--- src/rtl/hazard_pkg.sv ---
// Shared types and constants for the hazard/forwarding controller and the
// execute-stage forwarding muxes in the datapath.
package hazard_pkg;

    localparam int FWD_RF     = 0;
    // Widest register address any configuration may use; narrower rd values are zero-extended.
    localparam int REG_AW_MAX = 8;

    typedef struct packed {
        logic                  valid;
        logic                  we;
        logic                  is_load;
        logic [REG_AW_MAX-1:0] rd;
    } stage_entry_t;

    function automatic int sel_width(input int num_stages);
        return $clog2(num_stages + 1);
    endfunction

endpackage

--- src/rtl/hazard_match.sv ---
// Priority encoder for one source operand: finds the youngest in-flight
// producer of that register and reports whether its value is usable yet.
module hazard_match
    import hazard_pkg::*;
#(
    parameter int NUM_STAGES = 3,
    parameter int REG_AW     = 5,
    parameter int LOAD_LAT   = 2,
    parameter int SEL_W      = sel_width(NUM_STAGES)
) (
    input  stage_entry_t [NUM_STAGES-1:0] stages,
    input  logic [REG_AW-1:0]             rs,
    input  logic                          rs_used,
    output logic                          hit,
    output logic [SEL_W-1:0]              idx,
    output logic                          ready
);

    logic src_live;

    assign src_live = rs_used && (rs != '0);

    // Scan oldest to youngest so the youngest match overwrites earlier ones.
    always_comb begin
        hit   = 1'b0;
        idx   = SEL_W'(FWD_RF);
        ready = 1'b1;
        for (int k = NUM_STAGES - 1; k >= 0; k--) begin
            if (src_live && stages[k].valid && stages[k].we &&
                stages[k].rd == REG_AW_MAX'(rs)) begin
                hit   = 1'b1;
                idx   = SEL_W'(k + 1);
                ready = !stages[k].is_load || ((k + 1) >= LOAD_LAT);
            end
        end
    end

endmodule

--- src/rtl/hazard_fwd_unit.sv ---
// Stage-generic hazard and forwarding controller: tracks in-flight writers,
// produces registered bypass selects, a load-use hold and a redirect kill.
module hazard_fwd_unit
    import hazard_pkg::*;
#(
    parameter int NUM_STAGES  = 3,
    parameter int NUM_SRC     = 2,
    parameter int REG_AW      = 5,
    parameter int LOAD_LAT    = 2,
    parameter int FLUSH_DEPTH = 1,
    parameter int SEL_W       = sel_width(NUM_STAGES)
) (
    input  logic                      clk,
    input  logic                      reset,
    input  logic                      ext_stall,
    input  logic                      id_valid,
    input  logic [REG_AW-1:0]         id_rd,
    input  logic                      id_we,
    input  logic                      id_is_load,
    input  logic [NUM_SRC*REG_AW-1:0] id_rs,
    input  logic [NUM_SRC-1:0]        id_rs_used,
    input  logic                      redirect,
    output logic                      hold_id,
    output logic                      kill_id,
    output logic [NUM_SRC*SEL_W-1:0]  fwd_sel,
    output logic [NUM_STAGES-1:0]     pipe_valid,
    output logic                      wb_we
);

    localparam int KW = sel_width(FLUSH_DEPTH);

    stage_entry_t [NUM_STAGES-1:0] stage_q;
    logic [KW-1:0]                 kill_cnt;
    logic [NUM_SRC-1:0]            hit;
    logic [NUM_SRC-1:0]            ready;
    logic [SEL_W-1:0]              idx [NUM_SRC];
    logic                          issue;
    stage_entry_t                  new_entry;

    for (genvar i = 0; i < NUM_SRC; i++) begin : g_src
        hazard_match #(
            .NUM_STAGES(NUM_STAGES),
            .REG_AW    (REG_AW),
            .LOAD_LAT  (LOAD_LAT),
            .SEL_W     (SEL_W)
        ) u_match (
            .stages (stage_q),
            .rs     (id_rs[i*REG_AW +: REG_AW]),
            .rs_used(id_rs_used[i]),
            .hit    (hit[i]),
            .idx    (idx[i]),
            .ready  (ready[i])
        );
    end

    assign kill_id = redirect || (kill_cnt != '0);
    assign hold_id = id_valid && !kill_id && |(hit & ~ready);
    assign issue   = id_valid && !kill_id && !hold_id;

    always_comb begin
        new_entry = '0;
        if (issue) begin
            new_entry.valid   = 1'b1;
            new_entry.we      = id_we;
            new_entry.is_load = id_is_load;
            new_entry.rd      = REG_AW_MAX'(id_rd);
        end
    end

    always_ff @(posedge clk or negedge reset) begin
        if (!reset) begin
            stage_q  <= '0;
            fwd_sel  <= '0;
            kill_cnt <= '0;
        end else if (!ext_stall) begin
            for (int k = NUM_STAGES - 1; k >= 1; k--) begin
                stage_q[k] <= stage_q[k-1];
            end
            stage_q[0] <= new_entry;
            for (int i = 0; i < NUM_SRC; i++) begin
                fwd_sel[i*SEL_W +: SEL_W] <= (issue && hit[i]) ? idx[i] : SEL_W'(FWD_RF);
            end
            if (redirect) begin
                kill_cnt <= KW'(FLUSH_DEPTH - 1);
            end else if (kill_cnt != '0) begin
                kill_cnt <= kill_cnt - KW'(1);
            end
        end
    end

    always_comb begin
        pipe_valid = '0;
        for (int k = 0; k < NUM_STAGES; k++) begin
            pipe_valid[k] = stage_q[k].valid;
        end
    end

    // The writeback write is suppressed while frozen so a stalled retire is not written twice.
    assign wb_we = stage_q[NUM_STAGES-1].valid && stage_q[NUM_STAGES-1].we && !ext_stall;

endmodule

--- config.mk ---
export PLATFORM = sky130hd
export DESIGN_NAME = hazard_fwd_unit
export DESIGN_NICKNAME = d
export VERILOG_FILES = /design/src/rtl/hazard_pkg.sv /design/src/rtl/hazard_match.sv /design/src/rtl/hazard_fwd_unit.sv
export SDC_FILE = /design/constraint.sdc
export NUM_CORES = 1
export LEC_CHECK = 0
export BUFFER_PORTS_ARGS = -buffer_cell sky130_fd_sc_hd__buf_2
export CORE_UTILIZATION = 32
export DETAILED_ROUTE_END_ITERATION = 8
export SLEW_MARGIN = 20
export SYNTH_ARGS = -nofsm -noshare
export SYNTH_HDL_FRONTEND = slang
export SYNTH_HIERARCHICAL = 1
export SYNTH_SLANG_ARGS = --single-unit
--- constraint.sdc ---
create_clock -name clk -period 2.8 [get_ports clk]
set_input_delay 0.14 -clock clk [delete_from_list [all_inputs] [get_ports clk]]
set_output_delay 0.14 -clock clk [all_outputs]
set_load 0.1 [all_outputs]
==> flow_summary_export.csv, run 1 <==
group,metric,value,unit
floorplan,fp.coreArea,4848,um^2
timing,rsz0062_at_grt,"false",
global_route,grt_max_degree,40,
route,drtIter0Drc,44,
timing,fin_crit_sh,88.08,%
timing,setup_viol,0,
route,met1Wirelength,1.748,mm
layout,nets,233,
placed_design,place.gp.congestion,0.7737,
layout,area_growth_syn_to_layout,18.16,%
global_route,grt_pass1_vias,1267,
route,dr_wl_met3,112,um
critical_path,startpoint_type,"register",
critical_path,criticalPathCategory,"register to output pin",
critical_path,worst_ep_required_time,2.66,ns
layout,mostFrequentLayoutCells,"buf_2 (32), xnor2_1 (30), dfrtp_1 (26)",
logic_synthesis,syn_avg_cell_area,10.12,um^2
timing,fin_crit,2.466,ns
floorplan,die_width,74.03,um
worst_hold_path,min_to,"stage_q[8]",
timing,fin_tns_setup,0,ns
outcome,status,"complete, no violations",
placed_design,dpl.hpwl,2.856,mm
critical_path,r2r-end,"fwd_sel[2]",
layout,n_antenna_cell,0,
global_route,overflow,0,
critical_path,cp_max_fo,10,
route,dr.pass1.iters,4,
floorplan,row_count,25,
critical_path,worst_r2r_path_depth,7,
cts,htreeDepth,1,
power,ir_drop,0.0003314,V
job,maxCapViolCount,0,
timing,clock_skew,0.008699,ns
placed_design,dp_slack,0.4149,ns
logic_synthesis,ys_warn_count,6,
cts,cts_root_buf,"clkbuf_8",
worst_hold_path,hold_depth,3,
floorplan,die_area,5480,um^2
route,drc,0,
global_route,grt_usage,15.13,%
placed_design,port_buffers,33,
cts,insertion_delay,0.27,ns
route,wl,3.742,mm
route,via_per_inst,4.741,
logic_synthesis,synth_area,1660,um^2
route,wire_per_inst,13.66,um
worst_hold_path,hp-class,"input port to register",
route,dr.max_layer_used,"met4",
cts,cts.sinks,26,
timing,fmax,0.4055,GHz
timing,worst_pin_slew,0.6788,ns
logic_synthesis,syn_inst,164,
critical_path,cp.arrival,2.33,ns
timing,maxSlewHeadroom,54.75,%
timing,hold_violations,0,
route,vias,1299,
worst_hold_path,hold_start,"id_is_load",
global_route,antenna_found_initial,0,
route,drtAntennaViolNets,0,
cts,cts.clk_slew.worst_paths,0.09,ns
floorplan,initial_utilization,34.25,%
critical_path,ff2ff_setup_slack,0.78,ns
global_route,grt_pass1_wl,6.113,mm
cts,cts_inserted_buffers,3,
floorplan,die_h,74.03,um
cts,cts_tree,"done",
power,p_leak,0.8150,nW
power,p_per_area,425.4,nW/um^2
critical_path,endpoint_kind,"output pin",
layout,layout-drive-gt1-share,28.02,%
route,wl_met2,1.831,mm
timing,slew_violations,0,
layout,layout_commonest_cell,"buf_2",
timing,fin_ws,0.3337,ns
cts,max-clock-path-buffers,2,
floorplan,io_pins,34,
critical_path,timing.rr.start,"stage_q[9]",
[worst max path at each step]
stage | startpoint | endpoint | slack (ns) | cells past startpoint
global placement | stage_q[9] | hold_id | 0.41 | 7
detailed placement | stage_q[9] | hold_id | 0.41 | 7
finish | stage_q[9] | hold_id | 0.33 | 7
global route | stage_q[9] | hold_id | 0.14 | 7
floorplan | stage_q[14] | hold_id | 0.44 | 7
CTS | stage_q[9] | hold_id | 0.09 | 7
[registers in the layout, summed over array words and instances (netlist names)]
| signal | cells |
|---|---|
| pipe_valid | 3 |
| stage_q | 19 |
| fwd_sel | 4 |
[what timing repair did]
item	CTS	global route
setup endpoints to repair	0	1
gates resized for setup	0	2
setup buffers	0	0
hold endpoints to repair	26	0
hold buffers	1	0
[stage by stage]
| stage | std cells | util [%] | power, mW | cell area (um^2) | hold slack (ns) |
|---|---|---|---|---|---|
| floorplan | 181 | - | 0.5784 | 1728 | -0.1556 |
| global placement | 270 | 39.23 | 0.6298 | 1902 | 0.1846 |
| CTS | 274 | 40.28 | 0.8512 | 1953 | 0.1056 |
| global route | 274 | 40.46 | 0.8788 | 1962 | 0.1163 |
| finish | 274 | 40.46 | 0.8345 | 1962 | 0.1109 |
| detailed placement | 270 | 39.23 | 0.6307 | 1902 | 0.1860 |
[final cells by class]
cell class / instances / area (um^2)
timing repair buffer: 34 / 177.7
sequential: 26 / 650.6
fill: 521 / 2887
multi-input combinational: 144 / 1008
tap: 67 / 83.83
clock buffer: 3 / 41.29
[report_power, final]
part	internal, mW	total (mW)	leakage, nW	switching, mW
Sequential	0.400	0.432	0.351	0.0320
Clock	0.0966	0.211	0.0216	0.115
Combinational	0.0783	0.191	0.442	0.113
[layer usage]
metal | vias up | track usage, %
li1 | 658 | -
met1 | 614 | 18.90
met2 | 22 | 26.16
met3 | 5 | 2.846
met4 | 0 | 5.128
met5 | - | 0
[critical path, stage by stage, from the launching register on]
cell      delay (ns)
dfrtp_1         0.41
nor4b_2         0.27
nand4_1         0.15
or3_1           0.34
nand3_1         0.10
nand2b_1        0.24
a21boi_2        0.20
clkbuf_4        0.33
No activity file was read; power rests on OpenSTA's default activity.
==> run 2: changes to the inputs <==
--- a/config.mk
+++ b/config.mk
@@ -8,6 +8,7 @@
 export BUFFER_PORTS_ARGS = -buffer_cell sky130_fd_sc_hd__buf_2
 export CORE_UTILIZATION = 32
 export DETAILED_ROUTE_END_ITERATION = 8
+export PLACE_DENSITY = 0.57
 export SLEW_MARGIN = 20
 export SYNTH_ARGS = -nofsm -noshare
 export SYNTH_HDL_FRONTEND = slang
==> constraint.sdc (replaced) <==
create_clock -name clk -period 2.1 [get_ports clk]
set_input_delay 0.105 -clock clk [delete_from_list [all_inputs] [get_ports clk]]
set_output_delay 0.105 -clock clk [all_outputs]
set_load 0.1 [all_outputs]
==> flow_summary_export.csv, run 2 (synthesized netlist as in run 1, its figures left out) <==
group,metric,value,unit
outcome,status,"finished, violations left",
outcome,violations,"setup timing",
timing,fin_ws,-0.02679,ns
critical_path,cp_max_fo,5,
layout,n_antenna_cell,0,
global_route,met2_usage,27.07,%
route,drtIter0Drc,47,
floorplan,die_width,74.03,um
timing,fin_crit_sh,101.3,%
timing,rsz0062_at_grt,"true",
floorplan,initial_utilization,34.25,%
critical_path,startpoint_type,"register",
layout,layout_commonest_cell,"buf_2",
power,ir_drop,0.0004620,V
route,drtAntennaViolNets,0,
layout,mostFrequentLayoutCells,"buf_2 (32), xnor2_1 (24), dfrtp_1 (23)",
critical_path,r2r-end,"fwd_sel[3]",
cts,htreeDepth,1,
route,drc,0,
global_route,grt_usage,15.71,%
critical_path,path_cells,"buf_6, xnor2_2, nand4b_1, or3_4, nand3_4, nand2b_4, a21boi_4, buf_12",
timing,fmax,0.4702,GHz
placed_design,place.gp.congestion,0.7417,
power,p_int,0.8370,mW
global_route,grt_pass1_wl,6.582,mm
layout,nets,254,
worst_hold_path,hold_start,"id_rd[4]",
critical_path,cp.arrival,2.02,ns
timing,setup_viol,1,
critical_path,path_buf_inv,2,
cts,max-clock-path-buffers,2,
layout,largest_register_ffs,19,
floorplan,die_area,5480,um^2
timing,slew_violations,0,
global_route,grt_busiest_layer,"met2",
timing,fin_crit,2.127,ns
global_route,antenna_found_initial,0,
power,p_seq_share,47.6,%
layout,layout-drive-gt1-share,43.67,%
critical_path,worst_r2r_path_depth,9,
placed_design,dpl.hpwl,2.828,mm
route,via_per_inst,4.740,
global_route,grt_use_met3,3.794,%
route,vias,1403,
cts,cts_tree,"done",
route,wire_per_inst,13.67,um
global_route,overflow,0,
critical_path,path_delay_family,"simple AND/OR/NAND/NOR gates",
critical_path,slowest_stage,"dfrtp_1",
floorplan,die_h,74.03,um
floorplan,fp.coreArea,4848,um^2
critical_path,worst_ep_required_time,2.00,ns
critical_path,ff2ff_setup_slack,0,ns
power,p_per_area,527.4,nW/um^2
layout,area_growth_syn_to_layout,37.98,%
critical_path,endpoint_kind,"output pin",
critical_path,criticalPathCategory,"register to output pin",
power,clkPwrFrac,27.4,%
critical_path,timing.rr.start,"stage_q[15]",
layout,regMostFlops,"stage_q",
route,dr.pass1.iters,4,
floorplan,io_pins,34,
cts,insertion_delay,0.27,ns
timing,clock_skew,0.007934,ns
timing,maxSlewHeadroom,58.82,%
cts,cts_inserted_buffers,3,
timing,worst_pin_slew,0.6177,ns
critical_path,startpoint,"stage_q[15]",
worst_hold_path,min_to,"stage_q[4]",
worst_hold_path,hp-class,"input port to register",
placed_design,port_buffers,33,
timing,fin_tns_setup,-0.02679,ns
power,p_leak,0.9974,nW
timing,hold_violations,0,
global_route,grt.met1_usage,20.17,%
global_route,grt_pass1_vias,1405,
job,maxCapViolCount,0,
cts,cts.sinks,26,
floorplan,row_count,25,
power,sw_frac_of_total,30.73,%
placed_design,dp_slack,0.1227,ns
worst_hold_path,hold_depth,3,
layout,finish.utilization,47.25,%
cts,cts_root_buf,"clkbuf_8",
power,switchingPower,0.3713,mW
critical_path,critical_path.max_stage_delay,0.42,ns
route,wl,4.047,mm
power,combPwrFrac,25.0,%
global_route,grt_max_degree,34,
cts,cts.clk_slew.worst_paths,0.10,ns
run 2: how the worst max path moves through the flow:
stage | to | slack [ns] | cells after the start
CTS | hold_id | -0.09 | 8
floorplan | hold_id | 0.08 | 7
finish | hold_id | -0.03 | 8
detailed placement | fwd_sel[3] | 0.12 | 7
global placement | fwd_sel[3] | 0.13 | 7
global route | hold_id | -0.12 | 8
run 2: stage by stage:
stage	instance area (um^2)	total power, mW	instances	hold WS [ns]
CTS	2198	1.201	297	0.07118
global route	2291	1.268	296	0.08190
detailed placement	1947	0.8420	273	0.1542
global placement	1947	0.8378	273	0.1509
floorplan	1735	0.7716	181	-0.1906
finish	2291	1.208	296	0.07502
run 2: area by class of cell:
cell class / count / area (um^2)
Fill cell: 462 / 2557
Multi-Input combinational cell: 144 / 1146
Sequential cell: 26 / 654.4
Timing Repair Buffer: 55 / 351.6
Tap cell: 67 / 83.83
Clock buffer: 4 / 55.05
run 2: layer usage:
layer	part of all wire, %	up-vias
li1	-	705
met5	0	-
met3	3.8	4
met2	50	31
met4	0.35	0
met1	45	663
run 2: worst reg2reg max path, cell delays in order (launching register included):
cell,delay [ns]
dfrtp_1,0.42
buf_6,0.13
xnor2_2,0.11
nand4b_1,0.14
or3_4,0.41
nand3_4,0.10
nand2b_4,0.09
buf_4,0.16
and3_4,0.18
a32o_1,0.24
run 2: power by group through the flow:
stage	clock, mW	combinational [mW]	sequential (mW)
floorplan	0	0.198	0.574
global placement	0	0.251	0.587
detailed placement	0	0.254	0.588
CTS	0.342	0.285	0.574
global route	0.361	0.326	0.581
finish	0.331	0.301	0.576
run 2: repair_timing:
action | 4_1_cts | 5_1_grt
pin swaps | 12 | 16
gates resized for setup | 11 | 16
endpoints found under the setup margin | 1 | 3
hold buffers | 1 | 0
endpoints found under the hold margin | 26 | 0
buffers inserted | 19 | 3
